**config.mk**
```make
export PLATFORM = sky130hd
export DESIGN_NAME = lat_tester_ctrl_flat
export DESIGN_NICKNAME = d
export VERILOG_FILES = /design/src/rtl/lat_tester_ctrl_if.sv /design/src/rtl/lat_tester_ctrl.sv /design/src/flat_wrapper.sv
export SDC_FILE = /design/constraint.sdc
export NUM_CORES = 1
export LEC_CHECK = 0
export ABC_AREA = 1
export CORE_MARGIN = 5
export CORE_UTILIZATION = 55
export DETAILED_ROUTE_END_ITERATION = 10
export GPL_TIMING_DRIVEN = 0
export PLACE_DENSITY = 0.77
export SLEW_MARGIN = 20
export SYNTH_ARGS = -nofsm -noshare
export SYNTH_HDL_FRONTEND = slang
export SYNTH_SLANG_ARGS = --single-unit
```
**constraint.sdc**
```tcl
create_clock -name clk27 -period 1.8 [get_ports clk27]
set_input_delay 0.27 -clock clk27 [delete_from_list [all_inputs] [get_ports clk27]]
set_output_delay 0.27 -clock clk27 [all_outputs]
set_load 0.05 [all_outputs]
```
**src/rtl/lat_tester_ctrl_if.sv**
```systemverilog
// Signal bundle between the latency-tester sequencer and its host/pattern side.
// The slave modport is the sequencer; the master modport is whoever drives it.
interface lat_tester_ctrl_if;
  logic        start;
  logic        abort;
  logic [1:0]  lt_sel;
  logic        VSYNC_in;
  logic        sensor_in;
  logic        lt_active;
  logic [1:0]  lt_mode;
  logic        busy;
  logic        finished;
  logic        timeout;
  logic [15:0] latency;
  logic [15:0] stb_time;

  modport master (
    output start, abort, lt_sel, VSYNC_in, sensor_in,
    input  lt_active, lt_mode, busy, finished, timeout, latency, stb_time
  );

  modport slave (
    input  start, abort, lt_sel, VSYNC_in, sensor_in,
    output lt_active, lt_mode, busy, finished, timeout, latency, stb_time
  );
endinterface

```
**src/rtl/lat_tester_ctrl.sv**
```systemverilog
// Video latency tester sequencer. Shows PREP_FRAMES black frames, flashes a
// box through lt_mode, then times sensor-bright (latency) and, after the box
// is removed, sensor-dark (stb_time), both in microseconds.
// Optional feature: define LT_DEBOUNCE_EN to debounce the synchronised sensor.
module lat_tester_ctrl #(
`ifdef LT_DEBOUNCE_EN
  parameter logic [7:0]  DEBOUNCE_CYC = 8'd135,
`endif
  parameter int unsigned PREP_FRAMES  = 4,
  parameter int unsigned US_DIV       = 27,
  parameter logic [15:0] TIMEOUT_US   = 16'd60000
) (
  input  logic             clk27,
  input  logic             reset_n,
  lat_tester_ctrl_if.slave bus
);

  localparam logic [4:0] PSC_LAST  = 5'(US_DIV - 1);
  localparam logic [7:0] PREP_LAST = 8'(PREP_FRAMES - 1);

  typedef enum logic [2:0] {
    S_IDLE, S_PREP, S_MEAS_LAT, S_HOLD, S_MEAS_STB, S_DONE
  } state_t;

  state_t      state_q, state_d;
  logic [1:0]  sel_q, sel_d;
  logic [7:0]  prep_cnt_q, prep_cnt_d;
  logic [4:0]  psc_q, psc_d;
  logic [15:0] us_cnt_q, us_cnt_d;
  logic [1:0]  lt_mode_q, lt_mode_d;
  logic        finished_q, finished_d;
  logic        timeout_q, timeout_d;
  logic [15:0] latency_q, latency_d;
  logic [15:0] stb_q, stb_d;
  logic        sens_meta_q, sens_sync_q;
  logic        vs_q, vs_fall_q;
  logic        sens_seen;
  logic        cnt_clr;

  // Two-flop sensor synchroniser and registered VSYNC falling-edge detect.
  always_ff @(posedge clk27 or negedge reset_n) begin
    if (!reset_n) begin
      sens_meta_q <= 1'b0;
      sens_sync_q <= 1'b0;
      vs_q        <= 1'b0;
      vs_fall_q   <= 1'b0;
    end else begin
      sens_meta_q <= bus.sensor_in;
      sens_sync_q <= sens_meta_q;
      vs_q        <= bus.VSYNC_in;
      vs_fall_q   <= vs_q & ~bus.VSYNC_in;
    end
  end

`ifdef LT_DEBOUNCE_EN
  logic [7:0] deb_cnt_q, deb_cnt_d;
  logic       sens_deb_q, sens_deb_d;

  // Adopt a new sensor level only after it has held for DEBOUNCE_CYC cycles.
  always_comb begin
    deb_cnt_d  = 8'd0;
    sens_deb_d = sens_deb_q;
    if (sens_sync_q != sens_deb_q) begin
      if (deb_cnt_q == DEBOUNCE_CYC - 8'd1) begin
        sens_deb_d = sens_sync_q;
      end else begin
        deb_cnt_d = deb_cnt_q + 8'd1;
      end
    end
  end

  // Debounce state register.
  always_ff @(posedge clk27 or negedge reset_n) begin
    if (!reset_n) begin
      deb_cnt_q  <= 8'd0;
      sens_deb_q <= 1'b0;
    end else begin
      deb_cnt_q  <= deb_cnt_d;
      sens_deb_q <= sens_deb_d;
    end
  end

  assign sens_seen = sens_deb_q;
`else
  assign sens_seen = sens_sync_q;
`endif

  // Sequencer next-state and result capture; abort overrides everything.
  always_comb begin
    state_d    = state_q;
    sel_d      = sel_q;
    prep_cnt_d = prep_cnt_q;
    lt_mode_d  = lt_mode_q;
    finished_d = 1'b0;
    timeout_d  = timeout_q;
    latency_d  = latency_q;
    stb_d      = stb_q;
    cnt_clr    = 1'b0;
    if (bus.abort) begin
      state_d   = S_IDLE;
      lt_mode_d = 2'b00;
    end else begin
      case (state_q)
        S_IDLE: begin
          lt_mode_d = 2'b00;
          if (bus.start) begin
            state_d    = S_PREP;
            timeout_d  = 1'b0;
            sel_d      = bus.lt_sel;
            prep_cnt_d = 8'd0;
          end
        end
        S_PREP: begin
          if (vs_fall_q) begin
            if (prep_cnt_q == PREP_LAST) begin
              if (sens_seen) begin
                // Sensor already bright before any box: measurement is invalid.
                state_d   = S_DONE;
                timeout_d = 1'b1;
                latency_d = 16'hFFFF;
              end else begin
                state_d   = S_MEAS_LAT;
                lt_mode_d = sel_q;
                cnt_clr   = 1'b1;
              end
            end else begin
              prep_cnt_d = prep_cnt_q + 8'd1;
            end
          end
        end
        S_MEAS_LAT: begin
          if (sens_seen) begin
            latency_d = us_cnt_q;
            state_d   = S_HOLD;
          end else if (us_cnt_q == TIMEOUT_US) begin
            timeout_d = 1'b1;
            latency_d = 16'hFFFF;
            lt_mode_d = 2'b00;
            state_d   = S_DONE;
          end
        end
        S_HOLD: begin
          if (vs_fall_q) begin
            state_d   = S_MEAS_STB;
            lt_mode_d = 2'b00;
            cnt_clr   = 1'b1;
          end
        end
        S_MEAS_STB: begin
          if (!sens_seen) begin
            stb_d   = us_cnt_q;
            state_d = S_DONE;
          end else if (us_cnt_q == TIMEOUT_US) begin
            timeout_d = 1'b1;
            stb_d     = 16'hFFFF;
            state_d   = S_DONE;
          end
        end
        S_DONE: begin
          state_d    = S_IDLE;
          finished_d = 1'b1;
        end
        default: begin
          state_d   = S_IDLE;
          lt_mode_d = 2'b00;
        end
      endcase
    end
  end

  // Microsecond prescaler and saturating us counter, restarted on measure entry.
  always_comb begin
    psc_d    = psc_q;
    us_cnt_d = us_cnt_q;
    if (cnt_clr) begin
      psc_d    = 5'd0;
      us_cnt_d = 16'd0;
    end else if (state_q == S_MEAS_LAT || state_q == S_MEAS_STB) begin
      if (psc_q == PSC_LAST) begin
        psc_d = 5'd0;
        if (us_cnt_q != 16'hFFFF) begin
          us_cnt_d = us_cnt_q + 16'd1;
        end
      end else begin
        psc_d = psc_q + 5'd1;
      end
    end
  end

  // State, counter and result registers.
  always_ff @(posedge clk27 or negedge reset_n) begin
    if (!reset_n) begin
      state_q    <= S_IDLE;
      sel_q      <= 2'b00;
      prep_cnt_q <= 8'd0;
      psc_q      <= 5'd0;
      us_cnt_q   <= 16'd0;
      lt_mode_q  <= 2'b00;
      finished_q <= 1'b0;
      timeout_q  <= 1'b0;
      latency_q  <= 16'd0;
      stb_q      <= 16'd0;
    end else begin
      state_q    <= state_d;
      sel_q      <= sel_d;
      prep_cnt_q <= prep_cnt_d;
      psc_q      <= psc_d;
      us_cnt_q   <= us_cnt_d;
      lt_mode_q  <= lt_mode_d;
      finished_q <= finished_d;
      timeout_q  <= timeout_d;
      latency_q  <= latency_d;
      stb_q      <= stb_d;
    end
  end

  assign bus.busy      = (state_q != S_IDLE);
  assign bus.lt_active = (state_q != S_IDLE);
  assign bus.lt_mode   = lt_mode_q;
  assign bus.finished  = finished_q;
  assign bus.timeout   = timeout_q;
  assign bus.latency   = latency_q;
  assign bus.stb_time  = stb_q;

endmodule
```
**src/flat_wrapper.sv**
```systemverilog
// flat-port wrapper written by rule: the top's interface ports become plain ports
module lat_tester_ctrl_flat 
#(

  parameter int unsigned PREP_FRAMES  = 4,
  parameter int unsigned US_DIV       = 27,
  parameter logic [15:0] TIMEOUT_US   = 16'd60000
)
  (clk27, reset_n, bus_start, bus_abort, bus_lt_sel, bus_VSYNC_in, bus_sensor_in, bus_lt_active, bus_lt_mode, bus_busy, bus_finished, bus_timeout, bus_latency, bus_stb_time);
  lat_tester_ctrl_if bus_i ();
  input  logic clk27;
  input  logic reset_n;
  input wire logic [$bits(bus_i.start)-1:0] bus_start;
  input wire logic [$bits(bus_i.abort)-1:0] bus_abort;
  input wire logic [$bits(bus_i.lt_sel)-1:0] bus_lt_sel;
  input wire logic [$bits(bus_i.VSYNC_in)-1:0] bus_VSYNC_in;
  input wire logic [$bits(bus_i.sensor_in)-1:0] bus_sensor_in;
  output wire logic [$bits(bus_i.lt_active)-1:0] bus_lt_active;
  output wire logic [$bits(bus_i.lt_mode)-1:0] bus_lt_mode;
  output wire logic [$bits(bus_i.busy)-1:0] bus_busy;
  output wire logic [$bits(bus_i.finished)-1:0] bus_finished;
  output wire logic [$bits(bus_i.timeout)-1:0] bus_timeout;
  output wire logic [$bits(bus_i.latency)-1:0] bus_latency;
  output wire logic [$bits(bus_i.stb_time)-1:0] bus_stb_time;
  assign bus_i.start = bus_start;
  assign bus_i.abort = bus_abort;
  assign bus_i.lt_sel = bus_lt_sel;
  assign bus_i.VSYNC_in = bus_VSYNC_in;
  assign bus_i.sensor_in = bus_sensor_in;
  assign bus_lt_active = bus_i.lt_active;
  assign bus_lt_mode = bus_i.lt_mode;
  assign bus_busy = bus_i.busy;
  assign bus_finished = bus_i.finished;
  assign bus_timeout = bus_i.timeout;
  assign bus_latency = bus_i.latency;
  assign bus_stb_time = bus_i.stb_time;
  lat_tester_ctrl #(.PREP_FRAMES(PREP_FRAMES), .US_DIV(US_DIV), .TIMEOUT_US(TIMEOUT_US)) u_core (.clk27(clk27), .reset_n(reset_n), .bus(bus_i));
endmodule
```
# ---- Word level (Yosys, flattened, before mapping)
# Index checks and enable logic that the tools add are counted.
dict set report classes {
  n_addsub 3
  eq_ne 26
  mux 52
  bitwise_logic 3
  reduce_logical 18
}
# operator count
set ops {}
lappend ops {{two-way mux 16 bit} 10}
lappend ops {{one-hot mux 16 bit (2 select lines)} 1}
lappend ops {{two-way mux 3 bit} 9}
lappend ops {{two-way mux 8 bit} 3}
lappend ops {{adder 16 x 1 -> 16 bit (second input constant)} 1}
lappend ops {{== test 16 bit (second input constant)} 1}
lappend ops {{!= test 16 bit (second input constant)} 1}
lappend ops {{one-hot mux 8 bit (2 select lines)} 1}
lappend ops {{two-way mux 5 bit} 3}
lappend ops {{one-hot mux 3 bit (5 select lines)} 1}
lappend ops {{two-way mux 1 bit} 14}
lappend ops {{two-way mux 2 bit} 7}
lappend ops {{!= test 3 x 2 -> 1 bit (second input constant)} 4}
lappend ops {{!= test 2 x 1 -> 1 bit (second input constant)} 5}
lappend ops {{nonzero test 2 bit} 5}
lappend ops {{!= test 3 bit (second input constant)} 3}
lappend ops {{AND reduction 3 bit} 3}
lappend ops {{adder 8 x 1 -> 8 bit (second input constant)} 1}
lappend ops {{== test 8 x 2 -> 1 bit (second input constant)} 1}
lappend ops {{!= test 2 bit (second input constant)} 4}
lappend ops {{one-hot mux 2 bit (4 select lines)} 1}
lappend ops {{AND reduction 8 bit} 1}
lappend ops {{AND reduction 7 bit} 1}
lappend ops {{== test 3 x 2 -> 1 bit (second input constant)} 2}
lappend ops {{17 further kinds} 19}
dict set report word_totals {
  register_bits 74
  inputBits 8
  output_inout_bits 38
  word_cells 116
}

# ---- Depth between registers and ports, before layout
dict set report depth {
  word_depth 7
  mapped_depth 12
  depth_no_buf 11
}

# ---- Worst setup path before layout
# OpenSTA, ideal clock, no wires.
dict set report synth_path {
  path_type {flip-flop to flip-flop}
  start {register u_core.us_cnt_q[1]}
  end {register u_core.us_cnt_q[6]}
  setup_time_ns 0.117
  arrival_time_ns 1.472
  t_required_ns 1.683
  setup_slack_ns 0.210
  path_stages_with_launch 10
  n_path_buf 1
  synth_period_minus_slack_ns 1.590
  path_cell_list {dfrtp_1 -> ha_1 -> nand2_1 -> nor2_1 -> nand4_1 -> nand2_4 -> clkinv_4 -> buf_6 -> nand3_1 -> nand2_1}
}
dict set report synth_via {
  elab_chain_len 5
  elab_cells_between_ends 8
  classes_between {add/sub (1); eq/ne (1); mux (4); reduce/logical (2)}
}
# element line
set synth_lines {}
lappend synth_lines {{start, declared} lat_tester_ctrl.sv:29} ;# logic [15:0] us_cnt_q, us_cnt_d;
lappend synth_lines {{start signal, assigned} lat_tester_ctrl.sv:208} ;# us_cnt_q <= us_cnt_d;
lappend synth_lines {{adder 16 x 1 -> 16 bit} lat_tester_ctrl.sv:182} ;# us_cnt_d = us_cnt_q + 16'd1;
lappend synth_lines {{two-way mux 16 bit} lat_tester_ctrl.sv:181} ;# if (us_cnt_q != 16'hFFFF) begin
lappend synth_lines {{two-way mux 16 bit} lat_tester_ctrl.sv:179} ;# if (psc_q == PSC_LAST) begin
lappend synth_lines {{two-way mux 16 bit} lat_tester_ctrl.sv:178} ;# end else if (state_q == S_MEAS_LAT || state_q == S_MEAS_STB) begin
lappend synth_lines {{two-way mux 16 bit} lat_tester_ctrl.sv:175} ;# if (cnt_clr) begin
# Several ways; a longest one is shown, not always the timed one. The select of a mux whose other input is x is not followed.
# A chain may end at the register's enable or synchronous reset.

# ---- Worst setup path in the final report
dict set report layout_path {
  start {register u_core.us_cnt_q[7]}
  end {register u_core.stb_q[11], in the netlist u_core.bus.stb_time[11]}
}
dict set report layout_via {
  elab_chain_len 3
}
# element line
set layout_lines {}
lappend layout_lines {{== test 16 bit} lat_tester_ctrl.sv:153} ;# end else if (us_cnt_q == TIMEOUT_US) begin
lappend layout_lines {{!= test 2 bit (no line)} --}
lappend layout_lines {{AND reduction 3 bit (no line)} --}
lappend layout_lines {{end signal, assigned} lat_tester_ctrl.sv:213} ;# stb_q <= stb_d;
lappend layout_lines {{end, declared} lat_tester_ctrl.sv:34} ;# logic [15:0] stb_q, stb_d;
# Every way passes these cells.

==> metrics.cfg <==
[yosys]
ys_warn_count=0
synth.distinct_cells=34
synth_area_per_cell_sq_um=7.82
ys_seq_elements=74
seq_area_frac_synth_pct=43.4
synth_nets=559
synth_top_cells_by_area=dfrtp_1 43%, nand2_1 11%, nor2_1 7.7%, nand3_1 5.9%, o21ai_2 4.5%
netlist_instances=546
synth_commonest_cells=120 x nand2_1, 88 x nor2_1, 74 x dfrtp_1
synthArstFlopShare_pct=100
synth_edf_count=0
synth_most_common_cell=nand2_1
yosysTopAreaCell=dfrtp_1
synth_flop_cell=dfrtp_1
mappedNetlistArea_sq_mm=0.00427
synth_top_area_share_pct=43.4

[worst_setup_path]
critPathCaptureType=flip-flop
worstPathMaxFanout=9
critPathRequiredTime_ns=2.04
arrival_ns=2.06
critical_path_class=flip-flop to flip-flop
start_kind=flip-flop

[layout]
n_fill_cell=602
finish.instance_area_sq_mm=0.00550
fin_nets=640
drive_gt1_share_pct=24.4
num_antenna_cells=0
area_delta_synth_final_pct=28.8

[outcome]
violations=negative setup slack
status=complete, but fails checks

[global_route]
gr-usage-all-layers_pct=22.7
grt_pass1_wl_mm=17.6
use_met1_pct=31.2
grt_max_degree=52
busiest_layer=met2
antenna_found_initial=0
grt_use_met2_pct=36.5
met3_usage_pct=4.43
grt_overflow=0
grt_pass1_vias=3642

[sta]
finalCritPeriodShare_pct=101
whs_ns=0.354
setup_viol=8
setup_ws_ns=-0.0198
slew_headroom_pct=60.5
finalHoldViolCount=0
fin_worst_skew_ns=0.0103
min_period_ns=1.82
finalMaxSlewViolations=0
worst_pin_slew_ns=0.588
tns_ns=-0.0965
max_freq_mhz=550
rsz0062_at_grt=true

[power]
clockPowerShare_pct=16.1
power_frac_seq_pct=30.2
total_power_mw=8.35
p_leak_nw=2.92
comb_power_share_pct=53.7
sw_frac_of_total_pct=48.7
power_density_mw_per_mm2=1520
ir_drop_mv=0.750
switching_power_mw=4.06
p_int_mw=4.29

[clock_network]
htreeDepth=3
cts_root_buf=clkbuf_8
path_clk_slew_ns=0.08
cts_buffers=9
clk_latency_ns=0.36
cts_tree=done
cts_sinks=74
clk_path_buf_depth=2

[floorplanning]
fp-row-count=32
num_io_pins=46
die-area_sq_mm=0.00963
start_util_pct=55.8
die_h_um=98.1
die_w_um=98.1
core_area_sq_mm=0.00765

[placement]
pre_cts_ws_ns=-0.253
hpwl_mm=7.59
dpl_cell_area_sq_mm=0.00487
port_buffers=45
gp_congestion=0.924

[run]
maxCapViolations=0

[route]
wirelength_mm=11.7
viasPerCell=5.44
wl_per_cell_um=15.9
drc=0
detail-route-antenna-nets=0
drtIter0Drc=287
via_count=3994
first_pass_iters=5

[worst_hold_path]
min_path_type=flip-flop to flip-flop

[flip-flops by register name (all words and copies together), names as in the netlist]
signal	count
u_core.bus.finished	1
u_core.bus.lt_mode	2
u_core.bus.stb_time	16
u_core.bus.timeout	1
u_core.vs_q	1
u_core.bus.latency	16
u_core.prep_cnt_q	8
u_core.vs_fall_q	1
u_core.sens_seen	1
u_core.state_q	3
u_core.sel_q	2
u_core.sens_meta_q	1
u_core.psc_q	5
u_core.us_cnt_q	16
[cells in the final DEF (no fill, tap or decap), drive strengths merged, types with 4 or more instances in the layout]
cell,count
dlymetal6s2s,14
nand3,53
nor3,9
nor2,93
dlygate4sd2,22
clkinvlp,4
dfrtp,74
clkbuf,17
clkdlybuf4s50,6
xor2,15
nand2,144
buf,43
o21ai,49
nand4,10
ha,5
inv,59
[layer usage]
metal  wire, um  vias to the layer above
met3        833                       43
met5          0                        -
li1           -                     1890
met1       4950                     1895
met2       5560                      166
met4        347                        0
[power groups by stage]
stage                     Sequential (mW)  Clock, mW  Combinational, mW
final                                2.53       1.34               4.49
after global routing                 2.58       1.44               4.82
after CTS                            2.52       1.34               4.20
after detailed placement             2.56          0               4.27
after global placement               2.54          0               4.20
after floorplan                      3.60          0               1.99
[layout make-up]
class | instances | area, sq um | share of cell area, %
plain buffers | 24 | 229 | 4.16
clock buffers | 9 | 124 | 2.25
clock inverters | 7 | 77.6 | 1.41
inverters | 59 | 229 | 4.16
multi-input cells | 389 | 2100 | 38.2
flip-flops and latches | 74 | 1860 | 33.8
well taps | 102 | 128 | 2.32
repair buffers | 70 | 749 | 13.6
[kinds of logic (layout without fill, tap and decap cells)]
family                     after synthesis  count (layout)  share of synthesized area, %
buffers and inverters                   84             169                          10.2
and+or+nand+nor                        312             313                          32.9
xor gates and xnor gates                16              16                          3.28
AOI/OAI and AO/OA                       55              55                          8.82
DFF                                     74              74                          43.4
adders and majority gates                5               5                          1.46
[final timing paths]
path	start	to	slack, ns	depth (start not counted)
worst min register to register	u_core.sens_meta_q	u_core.sens_seen	0.35	0
min in group asynchronous	reset_n	u_core.vs_q	0.36	2
worst min-delay path	u_core.sens_meta_q	u_core.sens_seen	0.35	0
worst max-delay path	u_core.us_cnt_q[7]	u_core.bus.stb_time[11]	-0.02	10
max in group asynchronous	reset_n	u_core.us_cnt_q[1]	0.88	3
worst max register to register	u_core.us_cnt_q[7]	u_core.bus.stb_time[11]	-0.02	10
[metrics by stage]
stage,instances,utilization [%]
floorplan,546,-
finish,734,71.9
detailed placement,694,63.7
global route,734,71.9
CTS,716,66.9
global placement,693,63.4
[what timing repair did]
action,CTS,global route
hold buffers,1,0
hold endpoints to repair,23,0
setup endpoints to repair,67,76
pin swaps,1,6
resized for setup,44,47
buffers inserted,5,13
gates cloned,0,6
[critical path, cell delays in order, from the launching register on]
cell and delay (ns):
dfrtp_1 0.36, buf_2 0.19, nor2_1 0.18, nand2_1 0.13, nor2_2 0.16, nand2_2 0.11
nand2_2 0.10, nand3_4 0.15, clkbuf_16 0.21, nand2_1 0.05, o21ai_1 0.05
No activity file was read; power rests on OpenSTA's default activity.
